--- src/rtl/pipeline_stall_controller.sv ---
// Stall/flush sequencer for the 5-stage pipeline: merges hazard, branch, fetch and data-memory
// requests into per-stage write enables and flushes, with DMEM timeout and perf counters.
module pipeline_stall_controller #(
  parameter int MEM_TIMEOUT = 64,
  parameter int CNT_W       = 16
) (
  input  logic             clk,
  input  logic             rstn,
  input  logic             load_use_hazard,
  input  logic             branch_taken_ex,
  input  logic             imem_ready,
  input  logic             dmem_req,
  input  logic             dmem_ready,
  output logic             pc_write,
  output logic             if_id_write,
  output logic             if_id_flush,
  output logic             id_ex_flush,
  output logic             ex_mem_write,
  output logic             mem_wb_write,
  output logic             dmem_timeout,
  output logic [CNT_W-1:0] stall_cycles,
  output logic [CNT_W-1:0] flush_count
);

  localparam int WC_W = $clog2(MEM_TIMEOUT + 1);
  localparam logic [WC_W-1:0] WC_LAST = WC_W'(MEM_TIMEOUT - 1);
  localparam logic [WC_W-1:0] WC_ONE  = WC_W'(1);
  localparam logic [CNT_W-1:0] CNT_ONE = CNT_W'(1);
  localparam logic [CNT_W-1:0] CNT_MAX = {CNT_W{1'b1}};

  typedef enum logic [1:0] {
    ST_RUN   = 2'd0,
    ST_WAIT  = 2'd1,
    ST_ERROR = 2'd2
  } state_t;

  state_t          r_state, w_state_nxt;
  logic [WC_W-1:0] r_wait_cnt, w_wait_cnt_nxt;
  logic            r_dmem_timeout, w_timeout_nxt;
  logic            w_freeze;
  logic [CNT_W-1:0] r_stall_cycles, r_flush_count;

  // State, wait counter and sticky timeout flag
  always_ff @(posedge clk or negedge rstn) begin
    if (!rstn) begin
      r_state        <= ST_RUN;
      r_wait_cnt     <= '0;
      r_dmem_timeout <= 1'b0;
    end else begin
      r_state        <= w_state_nxt;
      r_wait_cnt     <= w_wait_cnt_nxt;
      r_dmem_timeout <= w_timeout_nxt;
    end
  end

  // Next-state logic; a release cycle in DMEM_WAIT falls through to the RUN priorities
  always_comb begin
    w_state_nxt    = r_state;
    w_wait_cnt_nxt = r_wait_cnt;
    w_timeout_nxt  = r_dmem_timeout;
    w_freeze       = 1'b0;
    case (r_state)
      ST_RUN: begin
        if (dmem_req && !dmem_ready) begin
          w_freeze       = 1'b1;
          w_state_nxt    = ST_WAIT;
          w_wait_cnt_nxt = WC_ONE;
        end else begin
          w_freeze = 1'b0;
        end
      end
      ST_WAIT: begin
        if (!dmem_ready) begin
          w_freeze = 1'b1;
          if (r_wait_cnt == WC_LAST) begin
            w_state_nxt   = ST_ERROR;
            w_timeout_nxt = 1'b1;
          end else begin
            w_wait_cnt_nxt = r_wait_cnt + WC_ONE;
          end
        end else begin
          w_state_nxt    = ST_RUN;
          w_wait_cnt_nxt = '0;
        end
      end
      ST_ERROR: begin
        w_freeze = 1'b1;
      end
      default: begin
        // Unreachable encoding: lock up safely and report it
        w_freeze      = 1'b1;
        w_state_nxt   = ST_ERROR;
        w_timeout_nxt = 1'b1;
      end
    endcase
  end

  // Per-stage controls; branch beats load-use because the dependent instruction is squashed
  always_comb begin
    pc_write     = 1'b1;
    if_id_write  = 1'b1;
    if_id_flush  = 1'b0;
    id_ex_flush  = 1'b0;
    ex_mem_write = 1'b1;
    mem_wb_write = 1'b1;
    if (w_freeze) begin
      pc_write     = 1'b0;
      if_id_write  = 1'b0;
      ex_mem_write = 1'b0;
      mem_wb_write = 1'b0;
    end else if (branch_taken_ex) begin
      if_id_flush = 1'b1;
      id_ex_flush = 1'b1;
    end else if (load_use_hazard || !imem_ready) begin
      pc_write    = 1'b0;
      if_id_write = 1'b0;
      id_ex_flush = 1'b1;
    end else begin
      pc_write = 1'b1;
    end
  end

  // Saturating performance counters
  always_ff @(posedge clk or negedge rstn) begin
    if (!rstn) begin
      r_stall_cycles <= '0;
      r_flush_count  <= '0;
    end else begin
      if (!pc_write && (r_stall_cycles != CNT_MAX)) begin
        r_stall_cycles <= r_stall_cycles + CNT_ONE;
      end else begin
        r_stall_cycles <= r_stall_cycles;
      end
      if (if_id_flush && (r_flush_count != CNT_MAX)) begin
        r_flush_count <= r_flush_count + CNT_ONE;
      end else begin
        r_flush_count <= r_flush_count;
      end
    end
  end

  assign dmem_timeout = r_dmem_timeout;
  assign stall_cycles = r_stall_cycles;
  assign flush_count  = r_flush_count;

endmodule

--- config.mk ---
export PLATFORM = sky130hd
export DESIGN_NAME = pipeline_stall_controller
export DESIGN_NICKNAME = d
export VERILOG_FILES = /design/src/rtl/pipeline_stall_controller.sv
export SDC_FILE = /design/constraint.sdc
export NUM_CORES = 1
export LEC_CHECK = 0
export ABC_AREA = 1
export CORE_MARGIN = 3
export CORE_UTILIZATION = 35
export DETAILED_ROUTE_END_ITERATION = 10
export GPL_TIMING_DRIVEN = 1
export PLACE_DENSITY = 0.68
export SLEW_MARGIN = 25
export SYNTH_ARGS = -nofsm -noshare
export SYNTH_HDL_FRONTEND = slang
export SYNTH_SLANG_ARGS = --single-unit
--- constraint.sdc ---
create_clock -name clk -period 1.6 [get_ports clk]
set_clock_uncertainty 0.05 [all_clocks]
set_input_delay 0.16 -clock clk [delete_from_list [all_inputs] [get_ports clk]]
set_output_delay 0.16 -clock clk [all_outputs]
set_load 0.02 [all_outputs]
Word level (Yosys, flattened, before mapping)
Cells that the tools add are included.
Widths: inputs -> output; s select.
{"block": "word_totals", "output_inout_bits": 39, "in_bits": 7, "register_bits": 42}
{"block": "op_classes", "muxes": 23, "addsub": 3, "bitwise": 2, "eq_ne": 10, "n_reduce_logical": 13}
{"op": "$add 16x1->16 const B", "n": 2}
{"op": "$ne 16x16->1 const B", "n": 2}
{"op": "$mux 7", "n": 3}
{"op": "$pmux 7 s2", "n": 1}
{"op": "$mux 1", "n": 13}
{"op": "$reduce_and 3->1", "n": 3}
{"op": "$add 7x1->7 const B", "n": 1}
{"op": "$eq 7x6->1 const B", "n": 1}
{"op": "$mux 2", "n": 3}
{"op": "$ne 2x2->1 const B", "n": 3}
{"op": "$ne 3x3->1 const B", "n": 2}
{"op": "$pmux 2 s3", "n": 1}
{"op": "$pmux 1 s2", "n": 2}
{"op": "$logic_and 1x1->1", "n": 3}
{"op": "$logic_not 1->1", "n": 3}
{"op": "$eq 2x1->1 const B", "n": 1}
{"op": "$eq 2x2->1 const B", "n": 1}
{"op": "$logic_not 2->1", "n": 1}
{"op": "$not 1->1", "n": 2}
{"op": "$reduce_bool 2->1", "n": 1}
{"op": "$reduce_or 2->1", "n": 1}
{"op": "$logic_or 1x1->1", "n": 1}

Depth between registers and ports, before layout
{"block": "depth", "word_depth": 7, "ltp_mapped": 10}

Least setup slack after synthesis
No wires, ideal clock.
{"block": "synth_timing", "path_type": "register to register", "startpoint": "reg r_stall_cycles[1], in the netlist stall_cycles[1]", "endpoint": "reg r_stall_cycles[5], in the netlist stall_cycles[5]", "t_arrival_ns": 1.464, "stages_incl_launch_ff": 10, "path_slack_ns": -0.032, "path_cell_list": "dfrtp_1 ha_1 nand3_2 inv_2 nand2_2 nor2_2 nor2_4 buf_6 nand2_1 nand2_1"}
{"block": "synth_between", "elab_chain_len": 2, "word_cells_on_any_way": 3}
{"item": "start, declared", "line_no": "41", "source": "logic [CNT_W-1:0] r_stall_cycles, r_flush_count;"}
{"item": "start signal, assigned", "line_no": "130", "source": "r_stall_cycles <= r_stall_cycles + CNT_ONE;"}
{"item": "start signal, assigned", "line_no": "132", "source": "r_stall_cycles <= r_stall_cycles;"}
{"item": "parallel branches: the longest is 2 deep, another holds $add 16x1->16"}
Several ways; the timed one is not identified.
A chain may end at the register's enable or synchronous reset.

Worst setup path in the final report
{"block": "layout_timing", "startpoint": "reg r_state[0]", "endpoint": "out id_ex_flush"}
{"block": "layout_between", "elab_chain_len": 3, "word_cells_on_any_way": 4}
{"item": "start, declared", "line_no": "37", "source": "state_t r_state, w_state_nxt;"}
{"item": "start signal, assigned", "line_no": "50", "source": "r_state <= w_state_nxt;"}
{"item": "$eq 2x1->1 or $logic_not 2->1 (tied branches)", "line_no": "62", "source": "case (r_state)"}
{"item": "$pmux 1 s2 *", "line_no": "62"}
{"item": "$mux 1 *", "line_no": "106", "source": "if (w_freeze) begin"}
{"item": "end, declared", "line_no": "17", "source": "output logic id_ex_flush,"}
Mark *: on every way between the ends. The rest lies on a longest branch, timed or not.

==> impl_metrics.py <==
metrics = {
    "cts": {
        "clk_latency_ns": 0.30,
        "cts.clk_slew.worst_paths_ns": 0.08,
        "clkSinkCount": 42,
        "htreeDepth": 2,
        "clockBufferDepth": 2,
        "cts_tree": "yes",
        "cts_buffers": 5,
        "cts-root-buf": "clkbuf_8",
    },
    "setup_path": {
        "startpoint_type": "flop",
        "regToRegEndpoint": "r_wait_cnt[5]",
        "path_class": "reg2out",
        "critPathRequiredTime_ns": 1.39,
        "cp_max_fo": 4,
        "ff2ff_path_depth": 10,
        "cp-end-kind": "output port",
        "r2r-start": "r_state[1]",
        "rrSetupSlack_ns": 0.09,
        "crit_arrival_ns": 1.39,
    },
    "routing": {
        "drtIter0Drc": 100,
        "routedWlPerCell_um": 11.4,
        "routed_via_density": 4.59,
        "vias": 2587,
        "firstDrtPassIters": 4,
        "drt_wl_total_um": 6420,
        "drtAntennaViolNets": 0,
        "drcViolationCount": 0,
    },
    "run": {
        "drv_cap": 0,
    },
    "die": {
        "die_area_um2": 8620,
        "die_y_um": 92.9,
        "row_count": 31,
        "die_x_um": 92.9,
        "initial_core_util_pct": 36.2,
        "core_um2": 7290,
        "ios": 46,
    },
    "logic_synthesis": {
        "yosysWarningCount": 0,
        "synth_area_um2": 2640,
        "synth_top_area_share_pct": 39.8,
        "syn_inst": 375,
        "ys_ff_latch": 42,
        "synthTopCellsByArea": "dfrtp_1 40%, nand2_1 23%, nor2_1 5.1%",
        "yosysTopAreaCell": "dfrtp_1",
        "syn_avg_cell_area_um2": 7.04,
        "ys_types": 29,
        "synth_fp_nets": 385,
        "yosysSeqAreaShare_pct": 39.8,
    },
    "power": {
        "p_clk_share_pct": 39.3,
        "power_density_nw_per_um2": 514,
        "pwr-share-comb_pct": 3.5,
        "p_leak_nw": 1.87,
        "pwr-share-seq_pct": 57.2,
        "switching_share_pct": 22.5,
        "p_int_mw": 1.44,
        "net-switching-power_uw": 417,
        "peakVddDrop_mv": 0.235,
    },
    "hold_path": {
        "worst_hold_path_type": "in2async",
    },
    "sta": {
        "fin_crit_ns": 1.60,
        "finalWorstSetupSlack_ns": -0.00140,
        "worstMarginPinSlew_ns": 0.352,
        "final_max_slew_viol_count": 0,
        "fin_crit_sh_pct": 100,
        "holdWs_ns": 0.209,
        "rsz0062_at_grt": "yes",
        "slew_headroom_pct": 76.5,
        "finalHoldViolCount": 0,
        "max_freq_mhz": 624,
        "finalSetupViolations": 1,
    },
    "cells_and_area": {
        "utilization_pct": 49.5,
        "layout-drive-gt1-share_pct": 20.6,
        "nNetsFinal": 474,
        "antenna_cells": 0,
        "area_growth_pct": 36.7,
        "fillers": 732,
    },
    "global_route": {
        "antenna_found_initial": 0,
        "grt_pass1_vias": 2406,
        "grt_max_degree": 23,
        "grt_overflow": 0,
        "grt_pass1_wl_um": 10700,
        "grt_usage_pct": 15.1,
    },
    "placement": {
        "portBuffers": 45,
        "place_congestion": 0.818,
        "dp.final_hpwl_um": 4760,
    },
    "outcome": {
        "status": "finished with violations",
        "violations": "negative setup slack",
    },
}
power groups by stage:
stage	logic [mW]	clock network, mW	registers (mW)
2_1_floorplan	0.00630	0	1.08
3_3_place_gp	0.0647	0	1.08
3_5_place_dp	0.0652	0	1.08
4_1_cts	0.0672	0.761	1.06
5_1_grt	0.0730	0.801	1.06
6_report	0.0655	0.729	1.06
flip-flops by register name, summed over array words and instances (netlist names):
register and cells:
flush_count 16, stall_cycles 16, r_wait_cnt 7, r_state 2
dmem_timeout 1
placed cells by master, fill, tap and decap left out, types with 2 or more instances in the layout:
master | synthesis | routed
clkinv_2 | 1 | 2
buf_12 | 1 | 3
o21ai_2 | 1 | 2
nand3_1 | 19 | 19
nor2_2 | 3 | 6
clkdlybuf4s50_1 | 0 | 10
o21ai_0 | 14 | 13
ha_1 | 3 | 2
nand3b_1 | 2 | 2
dfrtp_2 | 0 | 3
buf_4 | 3 | 41
a21oi_1 | 4 | 4
inv_2 | 6 | 6
nand2_4 | 3 | 4
nand2_2 | 8 | 8
nor2_1 | 36 | 33
inv_1 | 28 | 28
xor2_1 | 4 | 4
nand2_1 | 162 | 161
nand4_1 | 13 | 13
buf_2 | 0 | 4
nor2_4 | 4 | 4
dfrtp_1 | 42 | 39
xnor2_1 | 9 | 9
clkbuf_8 | 0 | 6
dlymetal6s2s_1 | 0 | 7
dlygate4sd2_1 | 0 | 21
per-layer routing:
layer | vias up | part of all wire (%) | track usage [%]
met4 | 0 | 1.1 | 4.76
met2 | 49 | 50 | 25.5
met5 | - | 0 | 0
met3 | 7 | 4.2 | 2.68
li1 | 1356 | - | -
met1 | 1175 | 45 | 19.6
worst max path at each step:
stage	startpoint	endpoint	slack, ns	depth (start not counted)
finish	r_state[0]	id_ex_flush	-0.001	7
detailed placement	dmem_ready	id_ex_flush	-0.42	8
floorplan	flush_count[0]	flush_count[4]	0.01	10
global route	r_state[0]	id_ex_flush	-0.07	7
global placement	dmem_ready	id_ex_flush	-0.36	8
CTS	r_state[1]	id_ex_flush	-0.002	6
per-stage QoR:
| step | setup WS (ns) | area, µm² | TNS [ns] | instances | power, mW |
|---|---|---|---|---|---|
| after floorplan | 0.0118 | 2640 | 0 | 375 | 1.09 |
| after global placement | -0.364 | 3450 | -3.31 | 550 | 1.15 |
| after detailed placement | -0.420 | 3450 | -4.37 | 550 | 1.15 |
| after CTS | -0.00198 | 3510 | -0.00198 | 560 | 1.89 |
| after global routing | -0.0663 | 3610 | -0.184 | 564 | 1.93 |
| final | -0.00140 | 3610 | -0.00140 | 564 | 1.86 |
worst max-delay path, cell delays in order, from the launching register on:
cell     delay [ns]
dfrtp_1        0.40
inv_2          0.07
nor2_4         0.11
nand2_2        0.07
nand2_4        0.09
inv_2          0.06
o21ai_2        0.12
buf_4          0.16
cell type report:
cell class	count	area, µm²	share of cell area [%]
repair buffers	87	769	21.3
multi-input cells	293	1430	39.7
clock buffers	6	82.6	2.29
clock inverters	2	12.5	0.347
flip-flops and latches	42	1050	29.2
inverters	35	133	3.68
well taps	99	124	3.43
synthesized netlist by cell type:
cell type  count
nand4_1       13
buf_6          2
nor2_4         4
nor3_1         1
o21ai_1        1
xnor2_1        9
xor2_1         4
or2_2          1
buf_4          3
o21ai_2        1
clkinv_2       1
nand2_1      162
o21bai_1       1
dfrtp_1       42
nand3b_1       2
buf_12         1
nand2_2        8
a21oi_1        4
nand2_4        3
inv_2          6
a21oi_2        1
nand3_1       19
nor2_1        36
inv_1         28
nor2_2         3
nand3_2        1
o21ai_4        1
o21ai_0       14
ha_1           3
kinds of logic after synthesis:
| logic type | share of synthesized area, % |
|---|---|
| DFF | 39.8 |
| AOI/OAI and AO/OA | 5.17 |
| xor gates and xnor gates | 4.31 |
| buffers and inverters | 7.49 |
| and+or+nand+nor | 41.8 |
| adders and majority gates | 1.42 |
timing repair:
item	CTS	global route
pin swaps	3	4
buffers inserted	1	3
endpoints found under the hold margin	42	0
gates resized for setup	48	18
setup endpoints to repair	27	26
hold buffers	1	0
cloned	0	1
(Power assumes the default switching activity.)
